$ cat config.mk
export PLATFORM = sky130hd
export DESIGN_NAME = beu_issue
export DESIGN_NICKNAME = d
export VERILOG_FILES = /design/src/rtl/beu_issue_pkg.sv /design/src/rtl/beu_issue_decoder.sv /design/src/rtl/beu_issue.sv
export SDC_FILE = /design/constraint.sdc
export NUM_CORES = 1
export LEC_CHECK = 0
export CAP_MARGIN = 20
export CORE_MARGIN = 4
export CORE_UTILIZATION = 35
export CTS_CLUSTER_DIAMETER = 30
export DETAILED_ROUTE_END_ITERATION = 8
export HOLD_SLACK_MARGIN = 0.05
export SLEW_MARGIN = 10
export SYNTH_ARGS = -nofsm -noshare
export SYNTH_HDL_FRONTEND = slang
export SYNTH_SLANG_ARGS = --single-unit
$ cat constraint.sdc
create_clock -name s_clk_i -period 2.6 [get_ports s_clk_i]
set_input_delay 0.65 -clock s_clk_i [delete_from_list [all_inputs] [get_ports s_clk_i]]
set_output_delay 0.65 -clock s_clk_i [all_outputs]
set_load 0.03 [all_outputs]
$ cat src/rtl/beu_issue_pkg.sv
// Shared types and constants for the bit-manip issue stage (package p_hardisc).
package p_hardisc;

    localparam int unsigned F_PART = 4;

    // beu function codes
    typedef enum logic [F_PART-1:0] {
        BEU_SH1ADD = 4'd0,
        BEU_SH2ADD = 4'd1,
        BEU_SH3ADD = 4'd2,
        BEU_ANDN   = 4'd3,
        BEU_ORN    = 4'd4,
        BEU_XNOR   = 4'd5,
        BEU_ROL    = 4'd6,
        BEU_ROR    = 4'd7,
        BEU_BSET   = 4'd8,
        BEU_BCLR   = 4'd9,
        BEU_BINV   = 4'd10,
        BEU_BEXT   = 4'd11,
        BEU_MINMAX = 4'd12,
        BEU_MISC   = 4'd13,
        BEU_CLMUL  = 4'd14
    } beu_func_t;

    // MISC selectors: the imm12 field of the unary instructions
    localparam logic [11:0] BEU_I_CLZ   = 12'h600;
    localparam logic [11:0] BEU_I_CTZ   = 12'h601;
    localparam logic [11:0] BEU_I_CPOP  = 12'h602;
    localparam logic [11:0] BEU_I_SEXTB = 12'h604;
    localparam logic [11:0] BEU_I_SEXTH = 12'h605;
    localparam logic [11:0] BEU_I_ORCB  = 12'h287;
    localparam logic [11:0] BEU_I_REV8  = 12'h698;
    // zext.h is an OP-format word; its selector is {funct7, rs2} = 0x080
    localparam logic [11:0] BEU_I_ZEXTH = 12'h080;

    localparam logic [6:0] OPC_OP     = 7'b0110011;
    localparam logic [6:0] OPC_OP_IMM = 7'b0010011;

    // {unsigned, max}
    typedef logic [1:0] beu_cmp_t;

    typedef struct packed {
        beu_func_t   func;
        logic [31:0] op1;
        logic [31:0] op2;
        beu_cmp_t    cmp_op;
        logic        illegal;
    } beu_issue_t;

endpackage

$ cat src/rtl/beu_issue_decoder.sv
// Combinational Zba/Zbb/Zbs (optionally Zbc clmul) decoder into a beu_issue_t.
// Macro HARDISC_ZBC_EN enables clmul decode.
module beu_issue_decoder
    import p_hardisc::*;
(
    input  logic [31:0] instr_i,
    input  logic [31:0] rs1_i,
    input  logic [31:0] rs2_i,
    output beu_issue_t  issue_o
);

    logic [6:0]  opc;
    logic [2:0]  f3;
    logic [6:0]  f7;
    logic [11:0] imm12;
    logic [31:0] shamt;
    logic        legal;
    beu_func_t   func;
    logic [31:0] op2;
    beu_cmp_t    cmp;
    logic        unused_rd;

    assign opc       = instr_i[6:0];
    assign f3        = instr_i[14:12];
    assign f7        = instr_i[31:25];
    assign imm12     = instr_i[31:20];
    assign shamt     = {27'b0, instr_i[24:20]};
    assign unused_rd = ^instr_i[11:7];

    // Decode; anything not matched stays illegal with operands passed through
    always_comb begin
        legal = 1'b0;
        func  = BEU_XNOR;
        op2   = rs2_i;
        cmp   = 2'b00;
        if (opc == OPC_OP) begin
            case (f7)
                7'b0010000: begin
                    legal = 1'b1;
                    case (f3)
                        3'b010:  func = BEU_SH1ADD;
                        3'b100:  func = BEU_SH2ADD;
                        3'b110:  func = BEU_SH3ADD;
                        default: legal = 1'b0;
                    endcase
                end
                7'b0100000: begin
                    legal = 1'b1;
                    case (f3)
                        3'b111:  func = BEU_ANDN;
                        3'b110:  func = BEU_ORN;
                        3'b100:  func = BEU_XNOR;
                        default: legal = 1'b0;
                    endcase
                end
                7'b0110000: begin
                    legal = 1'b1;
                    case (f3)
                        3'b001:  func = BEU_ROL;
                        3'b101:  func = BEU_ROR;
                        default: legal = 1'b0;
                    endcase
                end
                7'b0010100: if (f3 == 3'b001) begin
                    legal = 1'b1;
                    func  = BEU_BSET;
                end
                7'b0100100: begin
                    legal = 1'b1;
                    case (f3)
                        3'b001:  func = BEU_BCLR;
                        3'b101:  func = BEU_BEXT;
                        default: legal = 1'b0;
                    endcase
                end
                7'b0110100: if (f3 == 3'b001) begin
                    legal = 1'b1;
                    func  = BEU_BINV;
                end
                7'b0000101: begin
                    if (f3[2]) begin
                        legal = 1'b1;
                        func  = BEU_MINMAX;
                        cmp   = {f3[0], f3[1]};
                    end
`ifdef HARDISC_ZBC_EN
                    else if (f3 == 3'b001) begin
                        legal = 1'b1;
                        func  = BEU_CLMUL;
                    end
`endif
                end
                7'b0000100: if (f3 == 3'b100 && instr_i[24:20] == 5'd0) begin
                    legal = 1'b1;
                    func  = BEU_MISC;
                    op2   = {20'b0, BEU_I_ZEXTH};
                end
                default: legal = 1'b0;
            endcase
        end else if (opc == OPC_OP_IMM) begin
            if (f3 == 3'b001) begin
                if (imm12 == BEU_I_CLZ || imm12 == BEU_I_CTZ || imm12 == BEU_I_CPOP ||
                    imm12 == BEU_I_SEXTB || imm12 == BEU_I_SEXTH) begin
                    legal = 1'b1;
                    func  = BEU_MISC;
                    op2   = {20'b0, imm12};
                end else if (!instr_i[25]) begin
                    // instr[25] set would be a shamt above 31
                    op2   = shamt;
                    legal = 1'b1;
                    case (instr_i[31:26])
                        6'b001010: func = BEU_BSET;
                        6'b010010: func = BEU_BCLR;
                        6'b011010: func = BEU_BINV;
                        default: begin
                            legal = 1'b0;
                            op2   = rs2_i;
                        end
                    endcase
                end
            end else if (f3 == 3'b101) begin
                if (imm12 == BEU_I_ORCB || imm12 == BEU_I_REV8) begin
                    legal = 1'b1;
                    func  = BEU_MISC;
                    op2   = {20'b0, imm12};
                end else if (!instr_i[25]) begin
                    op2   = shamt;
                    legal = 1'b1;
                    case (instr_i[31:26])
                        6'b010010: func = BEU_BEXT;
                        6'b011000: func = BEU_ROR;
                        default: begin
                            legal = 1'b0;
                            op2   = rs2_i;
                        end
                    endcase
                end
            end
        end
    end

    // Assemble the issue record
    always_comb begin
        issue_o.func    = func;
        issue_o.op1     = rs1_i;
        issue_o.op2     = op2;
        issue_o.cmp_op  = cmp;
        issue_o.illegal = ~legal;
    end

endmodule

$ cat src/rtl/beu_issue.sv
// Bit-manip issue stage: decoder followed by a 2-entry skid buffer with registered ready.
// Macro HARDISC_ZBC_EN enables clmul issue (handled in the decoder).
module beu_issue
    import p_hardisc::*;
(
    input  logic        s_clk_i,
    input  logic        s_resetn_i,
    input  logic        s_flush_i,
    input  logic        s_valid_i,
    output logic        s_ready_o,
    input  logic [31:0] s_instr_i,
    input  logic [31:0] s_rs1_i,
    input  logic [31:0] s_rs2_i,
    output logic        s_valid_o,
    input  logic        s_ready_i,
    output beu_func_t   s_function_o,
    output logic [31:0] s_op1_o,
    output logic [31:0] s_op2_o,
    output beu_cmp_t    s_cmp_op_o,
    output logic        s_illegal_o
);

    typedef enum logic [1:0] {StEmpty, StOne, StFull} state_e;

    state_e     state_q, state_d;
    beu_issue_t head_q, head_d;
    beu_issue_t skid_q, skid_d;
    logic       ready_q, ready_d;
    beu_issue_t dec;
    logic       in_fire;
    logic       out_fire;

    beu_issue_decoder u_decoder (
        .instr_i (s_instr_i),
        .rs1_i   (s_rs1_i),
        .rs2_i   (s_rs2_i),
        .issue_o (dec)
    );

    assign in_fire  = s_valid_i & ready_q;
    assign out_fire = (state_q != StEmpty) & s_ready_i;

    // Next-state and buffer data movement
    always_comb begin
        state_d = state_q;
        head_d  = head_q;
        skid_d  = skid_q;
        if (s_flush_i) begin
            state_d = StEmpty;
        end else begin
            unique case (state_q)
                StEmpty: if (in_fire) begin
                    head_d  = dec;
                    state_d = StOne;
                end
                StOne: begin
                    if (in_fire && out_fire) begin
                        head_d = dec;
                    end else if (in_fire) begin
                        skid_d  = dec;
                        state_d = StFull;
                    end else if (out_fire) begin
                        state_d = StEmpty;
                    end
                end
                StFull: if (out_fire) begin
                    head_d  = skid_q;
                    state_d = StOne;
                end
                default: state_d = StEmpty;
            endcase
        end
        ready_d = (state_d != StFull);
    end

    // State, ready and buffer registers
    always_ff @(posedge s_clk_i) begin
        if (!s_resetn_i) begin
            state_q <= StEmpty;
            ready_q <= 1'b1;
            head_q  <= '0;
            skid_q  <= '0;
        end else begin
            state_q <= state_d;
            ready_q <= ready_d;
            head_q  <= head_d;
            skid_q  <= skid_d;
        end
    end

    assign s_ready_o    = ready_q;
    assign s_valid_o    = (state_q != StEmpty);
    assign s_function_o = head_q.func;
    assign s_op1_o      = head_q.op1;
    assign s_op2_o      = head_q.op2;
    assign s_cmp_op_o   = head_q.cmp_op;
    assign s_illegal_o  = head_q.illegal;

endmodule

==> impl_metrics.json, run 1 <==
{
  "holdPathEnd": "skid_q[51]",
  "num_rows": 49,
  "wire_per_inst_um": 15.9,
  "grtUsageMet1_pct": 26.5,
  "synth_cells": 858,
  "power_uw": 5540,
  "slowest_stage": "clkdlybuf4s50_1",
  "postLayoutCellArea_mm2": 0.00958,
  "htreeDepth": 4,
  "grt_usage_pct": 19.1,
  "n_antenna_cell": 0,
  "die_area_mm2": 0.0211,
  "grt_start_max_net_pins": 93,
  "yosysWarningCount": 0,
  "coreArea_mm2": 0.0183,
  "hold_buffers": 0,
  "cts_tree": "yes",
  "use_met3_pct": 4.92,
  "grt_pass1_vias": 6567,
  "grt_busiest_layer": "met2",
  "min_path_cells": 2,
  "final_common_cell": "clkdlybuf4s50_1",
  "portBuffers": 163,
  "vias_per_cell": 5.27,
  "hp-start": "skid_q[51]",
  "peakVddDrop_mv": 0.475,
  "synth_top_flop_cell": "dfxtp_1",
  "crit_fanout": 5,
  "rsz0062_at_grt": "no",
  "r2r-end": "s_op1_o[1]",
  "area_delta_synth_final_pct": 45.0,
  "cpLargestDelayFamily": "buffers and inverters",
  "worst_pin_slew_ns": 0.769,
  "finalSetupViolations": 0,
  "start_util_pct": 36.2,
  "maxSlewHeadroom_pct": 48.8,
  "ys_seq_area_share_pct": 43.9,
  "cp.arrival_ns": 2.80,
  "crit_chain": "clkdlybuf4s50_1 > nor4bb_1 > buf_4 > nand4b_4 > a31oi_2 > a21boi_1 > buf_4 > o21ai_0 > a31oi_1",
  "rrSetupSlack_ns": 0.70,
  "clk_pin_slew_ns": 0.06,
  "endpoint_kind": "flip-flop",
  "leakage_uw": 0.00351,
  "wl_mm": 20.5,
  "syn_area_mm2": 0.00661,
  "cts_buffers": 17,
  "cpMostUsedCell": "buf_4",
  "synth_area_per_cell_um2": 7.70,
  "postCtsSetupBuffers": 0,
  "synth_fp_nets": 959,
  "post-route-drc-count": 0,
  "overflow": 0,
  "synthArstFlopShare_pct": 0,
  "clk_latency_ns": 0.41,
  "ys_seq_elements": 145,
  "ios": 174,
  "cap_violations": 0,
  "slew_viol_final": 0,
  "fp.dieW_um": 145,
  "cts_buffer_depth": 2,
  "powerDensity_mw_per_mm2": 578,
  "synth_edf_count": 0,
  "critPathKind": "in -> reg",
  "antenna_found_initial": 0,
  "layout_common_cells": "161 x clkdlybuf4s50_1, 152 x nand2_1, 145 x dfxtp_1",
  "gp_congestion": 0.877,
  "cts_sinks": 145,
  "drt_first_pass_iters": 5,
  "finalNetCount": 1142,
  "grt_util_met2_pct": 29.9,
  "reg2reg_depth": 6,
  "period_needed_ns": 2.46,
  "reg2reg_from": "state_q[1]",
  "grt_pass1_wl_mm": 34.1,
  "cts_root_buffer": "clkbuf_16",
  "postPlaceCellArea_mm2": 0.00899,
  "hold_violations": 0,
  "drive_above_1_share_pct": 13.1,
  "hp-class": "reg -> reg",
  "period_share_pct": 94.7,
  "status": "complete, no violations",
  "finish.utilization_pct": 52.4,
  "antenna_left": 0,
  "dp_hpwl_mm": 13.4,
  "synth_cell_types": 64,
  "tns_ns": 0,
  "drt_iter0_drc": 435,
  "start_kind": "primary input",
  "via_count": 6758,
  "required_ns": 2.93,
  "crit_buf_inv": 3,
  "fmaxAchievable_ghz": 0.406,
  "cp_slowest_stage_delay_ns": 0.58,
  "clock-skew-final_ns": 0.0118,
  "die_h_um": 145
}
worst reg2reg max path, stage by stage (launching register included):
cell      delay (ns)
dfxtp_1         0.49
nor2b_4         0.21
nand2_1         0.10
o21bai_4        0.47
buf_12          0.25
nor2_1          0.06
a311oi_1        0.23
stage by stage:
stage | worst slack [ns] | std cells | hold slack (ns)
floorplan | 0.195 | 858 | 0.437
global placement | -0.415 | 1251 | 0.442
detailed placement | -0.498 | 1251 | 0.447
CTS | 0.0223 | 1283 | 0.455
global route | 0.0135 | 1283 | 0.469
finish | 0.137 | 1283 | 0.452
per-layer routing:
layer,wire (um),share of wire (%),vias up
li1,-,-,3420
met1,9710,47,3110
met2,9240,45,214
met3,1350,6.6,14
met4,155,0.76,0
met5,0,0,-
layout make-up:
| type | instances | area, um^2 |
|---|---|---|
| fillers | 1764 | 8690 |
| multi-input cells | 625 | 3430 |
| well taps | 229 | 287 |
| clock buffers | 19 | 443 |
| repair buffers | 245 | 2380 |
| clock inverters | 13 | 113 |
| inverters | 7 | 26.3 |
| flip-flops and latches | 145 | 2900 |
cells by family after synthesis:
logic type / count (synthesis) / share of synthesized area (%)
xor gates and xnor gates: 4 / 0.530
muxes: 3 / 0.454
and+or+nand+nor: 361 / 25.9
DFF: 145 / 43.9
AOI/OAI and AO/OA: 257 / 23.9
buffers and inverters: 88 / 5.32
cells in the mapped netlist (3+ instances only):
| master | instances | share of area (%) |
|---|---|---|
| clkbuf_1 | 61 | 3.5 |
| dfxtp_1 | 145 | 44 |
| a22oi_1 | 7 | 0.80 |
| nand3_1 | 86 | 6.5 |
| a211oi_1 | 6 | 0.68 |
| o211ai_1 | 8 | 0.91 |
| inv_1 | 7 | 0.40 |
| a21oi_1 | 108 | 8.2 |
| nor3_1 | 10 | 0.76 |
| nand2_1 | 152 | 8.6 |
| buf_1 | 8 | 0.45 |
| a31oi_1 | 3 | 0.28 |
| or4_1 | 4 | 0.45 |
| nor2_1 | 54 | 3.1 |
| nor4b_1 | 6 | 0.80 |
| nor3b_1 | 3 | 0.34 |
| o21ai_0 | 70 | 5.3 |
| nand4_1 | 3 | 0.28 |
| a311oi_1 | 32 | 4.2 |
| mux2i_1 | 3 | 0.45 |
| nor2b_1 | 4 | 0.38 |
| nor4_1 | 7 | 0.66 |
| buf_2 | 9 | 0.68 |
| nand2b_1 | 8 | 0.76 |
| or3_1 | 6 | 0.57 |
registers in the layout (all words and copies together), names as in the netlist:
name / flops
s_op1_o: 32
s_op2_o: 32
s_function_o: 4
state_q: 2
s_ready_o: 1
skid_q: 71
s_illegal_o: 1
s_cmp_op_o: 2
worst max-delay path by stage:
stage                        from         endpoint  slack, ns  cells after the start
floorplan           s_instr_i[25]      s_op2_o[10]       0.20                      8
global placement    s_instr_i[31]       s_op2_o[9]      -0.42                      7
detailed placement  s_instr_i[31]       s_op2_o[9]      -0.50                     10
CTS                 s_instr_i[31]  s_function_o[3]       0.02                      8
global route        s_instr_i[25]       skid_q[10]       0.01                      7
finish              s_instr_i[30]  s_function_o[3]       0.14                      9
repair_timing:
| item | 4_1_cts | 5_1_grt |
|---|---|---|
| endpoints found under the setup margin | 25 | 44 |
| gates resized for setup | 2 | 6 |
| pin swaps | 0 | 2 |
where the power goes:
group / internal, uW / switching, uW
logic: 420 / 477
registers: 2310 / 44.9
clock network: 1340 / 949
total: 4070 / 1470
(Power assumes the default switching activity.)
==> run 2, diff against run 1 <==
Settings changed: ABC_AREA set to 1, SLEW_MARGIN 10 to not set.
Clock period 2.6 ns to 2.96 ns, I/O delays scaled along.
==> impl_metrics.json, run 2 <==
{
  "status": "complete, no violations",
  "powerDensity_mw_per_mm2": 551,
  "ys_seq_elements": 145,
  "clk_latency_ns": 0.41,
  "rsz0062_at_grt": "no",
  "synth_fp_nets": 1041,
  "ios": 174,
  "synth_area_per_cell_um2": 7.03,
  "fmaxAchievable_ghz": 0.408,
  "gp_congestion": 0.896,
  "n_antenna_cell": 0,
  "synth_top_flop_cell": "dfxtp_1",
  "area_delta_synth_final_pct": 37.2,
  "peakVddDrop_mv": 0.396,
  "cp_slowest_stage_delay_ns": 0.56,
  "postCtsSetupBuffers": 0,
  "cts_sinks": 145,
  "endpoint_kind": "flip-flop",
  "wire_per_inst_um": 14.8,
  "yosysTopAreaCellShare_pct": 44.0,
  "drt_iter0_drc": 368,
  "synthArstFlopShare_pct": 0,
  "vias_per_cell": 4.99,
  "crit_buf_inv": 3,
  "period_needed_ns": 2.45,
  "finalSetupViolations": 0,
  "hold_buffers": 0,
  "holdWs_ns": 0.464,
  "antenna_found_initial": 0,
  "hold_violations": 0,
  "cts_buffers": 17,
  "synth_cell_types": 34,
  "critPathKind": "in -> reg",
  "cpLargestDelayFamily": "simple AND/OR/NAND/NOR gates",
  "start_kind": "primary input",
  "coreArea_mm2": 0.0183,
  "drt_first_pass_iters": 5,
  "syn_area_mm2": 0.00660,
  "synth_cells": 940,
  "regMostFlops": "skid_q",
  "drive_above_1_share_pct": 9.58,
  "cts_root_buffer": "clkbuf_16",
  "fp.dieW_um": 145,
  "synth_edf_count": 0,
  "via_count": 6560,
  "crit_chain": "clkdlybuf4s50_1 > inv_2 > nand2_1 > nor2_4 > nor2_4 > nand4_2 > nand2_4 > nand2_2 > nand2_4 > buf_12 > nand3_1 > a21oi_1",
  "num_rows": 49,
  "die_area_mm2": 0.0211,
  "grt_pass1_vias": 6294,
  "cts_tree": "yes",
  "maxSlewHeadroom_pct": 31.4,
  "post-route-drc-count": 0,
  "tns_ns": 0,
  "slowest_stage": "clkdlybuf4s50_1",
  "post_cts_resized": 0,
  "dp_hpwl_mm": 12.5,
  "yosysWarningCount": 0,
  "cp.arrival_ns": 2.79,
  "antenna_left": 0,
  "wl_mm": 19.5,
  "ys_seq_area_share_pct": 44.0,
  "yosysTopAreaCell": "dfxtp_1",
  "layout_common_cells": "245 x nand2_1, 162 x clkdlybuf4s50_1, 145 x dfxtp_1",
  "dpl.cell_count": 1283,
  "largest_reg_flops": 71,
  "grt_usage_pct": 18.2,
  "period_share_pct": 82.9,
  "worst_pin_slew_ns": 1.03,
  "clock-skew-final_ns": 0.00704,
  "fin_cells": 1315,
  "netlist_top_cells_area": "dfxtp_1 44%, nand2_1 14%, a21oi_1 9.4%",
  "crit_fanout": 40,
  "grt_pass1_wl_mm": 32.1,
  "portBuffers": 163,
  "finalNetCount": 1174,
  "final_common_cell": "nand2_1",
  "clk_pin_slew_ns": 0.06,
  "overflow": 0,
  "grt_start_max_net_pins": 96,
  "nFillCells": 1837,
  "cts_buffer_depth": 2,
  "leakage_uw": 0.00369,
  "yosysMostFrequentCell": "nand2_1",
  "htreeDepth": 4,
  "start_util_pct": 36.1,
  "ys_top_cells_by_count": "246 x nand2_1, 145 x dfxtp_1, 124 x a21oi_1",
  "slew_viol_final": 0,
  "required_ns": 3.30,
  "die_h_um": 145,
  "hp-class": "reg -> reg",
  "cap_violations": 0
}
## run 2: cell types whose count changed after synthesis, sizes merged, moves of 18 or more
cell,change
o21ai,+28
a31oi,+29
nor2,+20
inv,+42
a311oi,-32
nand2,+112
nand3,-33
clkbuf,-18
## run 2: logic make-up after synthesis
group                  after synthesis  share of synthesized area (%)
buffers and inverters              113                           6.88
AO/OA/AOI/OAI                      274                           22.6
AND/OR/NAND/NOR                    408                           26.6
flip-flops                         145                           44.0
## run 2: cell type report
cell class / count / area (um^2) / area share, %
inverters: 50 / 189 / 2.09
clock buffers: 18 / 439 / 4.85
well taps: 229 / 287 / 3.16
multi-input cells: 682 / 3260 / 36.0
flip-flops and latches: 145 / 2900 / 32.0
repair buffers: 177 / 1810 / 19.9
clock inverters: 14 / 178 / 1.96
## run 2: metal layers
layer  track usage, %  vias to the layer above  part of all wire, %
met5                0                        -                    0
met4             5.84                        0                  1.6
met3             5.05                       19                  5.9
met2             29.2                      147                   46
met1             23.8                     2977                   47
li1                 -                     3417                    -
## run 2: worst paths after layout
| kind | start | end | slack, ns | cells past startpoint |
|---|---|---|---|---|
| min | s_op2_o[4] | s_op2_o[4] | 0.46 | 2 |
| max reg2reg | state_q[1] | s_op2_o[10] | 0.97 | 6 |
| min reg2reg | s_op2_o[4] | s_op2_o[4] | 0.46 | 2 |
| max | s_instr_i[29] | s_op2_o[16] | 0.51 | 12 |
## run 2: power by group
group / switching [uW] / internal [uW] / total, uW
combinational: 382 / 306 / 688
clock: 876 / 1360 / 2240
sequential: 38.4 / 2030 / 2070
## run 2: tightest hold or removal path: cells and delay by family (launching register included)
kind            cells  cell delay [ns]
compound gates      1             0.05
flops               1             0.31
simple gates        1             0.06
## run 2: through the flow
step           area (um^2)  total power [uW]  utilization, %  setup slack [ns]
2_1_floorplan         6600              2460               -             0.920
3_3_place_gp          8440              2800            46.2            0.0893
3_5_place_dp          8440              2800            46.2            0.0758
4_1_cts               9060              5040            49.6             0.491
5_1_grt               9060              5190            49.6             0.336
6_report              9060              4990            49.6             0.506
==> run 3, diff against run 2 <==
Clock period 2.96 ns to 2.4 ns, I/O delays scaled along.
==> impl_metrics.json, run 3 (same netlist as run 2, synthesis figures left out) <==
{
  "portBuffers": 163,
  "period_share_pct": 96.1,
  "area_delta_synth_final_pct": 42.7,
  "start_util_pct": 36.1,
  "dp_hpwl_mm": 13.2,
  "fmaxAchievable_ghz": 0.434,
  "regMostFlops": "skid_q",
  "slowest_stage": "clkdlybuf4s50_1",
  "wl_mm": 19.6,
  "cp_slowest_stage_delay_ns": 0.71,
  "drt_first_pass_iters": 5,
  "slew_viol_final": 0,
  "drt_iter0_drc": 336,
  "cap_violations": 0,
  "die_area_mm2": 0.0211,
  "n_antenna_cell": 0,
  "grt_pass1_wl_mm": 32.4,
  "crit_fanout": 5,
  "fp.dieW_um": 145,
  "vias_per_cell": 4.88,
  "cts_buffers": 17,
  "fin_cells": 1362,
  "powerDensity_mw_per_mm2": 645,
  "largest_reg_flops": 71,
  "finalNetCount": 1222,
  "hold_buffers": 0,
  "clk_latency_ns": 0.42,
  "required_ns": 1.80,
  "rsz0062_at_grt": "no",
  "postCtsSetupBuffers": 0,
  "holdWs_ns": 0.463,
  "drive_above_1_share_pct": 13.4,
  "antenna_left": 0,
  "setup_slack_ns": 0.0943,
  "hold_violations": 0,
  "clk_pin_slew_ns": 0.06,
  "gp_congestion": 0.893,
  "wire_per_inst_um": 14.4,
  "dpl.cell_count": 1331,
  "num_rows": 49,
  "endpoint_kind": "primary output",
  "grt_start_max_net_pins": 96,
  "period_needed_ns": 2.31,
  "status": "complete, no violations",
  "critPathKind": "reg -> out",
  "start_kind": "flip-flop",
  "cp.arrival_ns": 1.71,
  "finalSetupViolations": 0,
  "cts_buffer_depth": 2,
  "layout_common_cells": "245 x nand2_1, 162 x clkdlybuf4s50_1, 145 x dfxtp_1",
  "via_count": 6647,
  "dp_slack_ns": -0.236,
  "peakVddDrop_mv": 0.472,
  "finish.utilization_pct": 51.6,
  "ios": 174,
  "cts_root_buffer": "clkbuf_16",
  "clock-skew-final_ns": 0.0110,
  "antenna_found_initial": 0,
  "crit_chain": "nor2_1 > inv_1 > clkdlybuf4s50_1",
  "leakage_uw": 0.00390,
  "maxSlewHeadroom_pct": 68.1,
  "grt_usage_pct": 18.4,
  "overflow": 0,
  "die_h_um": 145,
  "hp-class": "reg -> reg",
  "htreeDepth": 4,
  "grt_pass1_vias": 6258,
  "coreArea_mm2": 0.0183,
  "post-route-drc-count": 0,
  "worst_pin_slew_ns": 0.477,
  "cts_tree": "yes",
  "final_common_cell": "nand2_1",
  "cts_sinks": 145
}
[run 3: changes by cell type in the layout (fill, tap and decap cells not counted), sizes merged]
cell      before  now
buf           15   63
bufinv         3    2
clkbuf        18   20
clkinv         5    3
clkinvlp       4    7
inv           52   49
[run 3: path summary, 6_finish.rpt]
check | from | endpoint | slack (ns) | depth (start not counted)
max | state_q[1] | s_valid_o | 0.09 | 3
min | skid_q[42] | skid_q[42] | 0.46 | 2
max reg2reg | state_q[1] | s_op2_o[21] | 0.66 | 5
min reg2reg | skid_q[42] | skid_q[42] | 0.46 | 2
[run 3: critical path, delay by kind of cell (launching register included)]
family / cells / cell delay [ns]
buf+inv: 2 / 0.77
flops: 1 / 0.43
simple gates: 1 / 0.09
[run 3: layout make-up]
class,instances,area [um^2]
tap,229,287
inverter,50,189
clock buffer,20,467
clock inverter,11,130
multi-input combinational,682,3270
timing repair buffer,225,2180
sequential,145,2900
fill,1806,8840
[run 3: through the flow]
| stage | setup TNS [ns] | power (uW) | area [um^2] |
|---|---|---|---|
| 6_report | 0 | 6080 | 9430 |
| 5_1_grt | 0 | 6320 | 9430 |
| 4_1_cts | 0 | 6160 | 9410 |
| 3_5_place_dp | -11.95 | 3490 | 8820 |
| 3_3_place_gp | -10.15 | 3490 | 8820 |
| 2_1_floorplan | 0 | 3030 | 6600 |
[run 3: per-layer routing]
metal	vias to the layer above	share of wire [%]	global-route usage, %
met5	-	0	0
met4	0	0.83	4.46
met3	11	5.9	5.17
met2	157	46	29.3
met1	2971	47	24.9
li1	3508	-	-
[run 3: repair_timing]
item                       in CTS  in global routing
resized for setup               0                  2
hold endpoints to repair        0                  0
setup endpoints to repair       0                  1
[run 3: power by group]
part           internal (uW)  leakage (uW)  switching [uW]
combinational            408       0.00245             477
clock                   1610      0.000269            1030
sequential              2500       0.00118            47.6
total                   4520       0.00390            1560
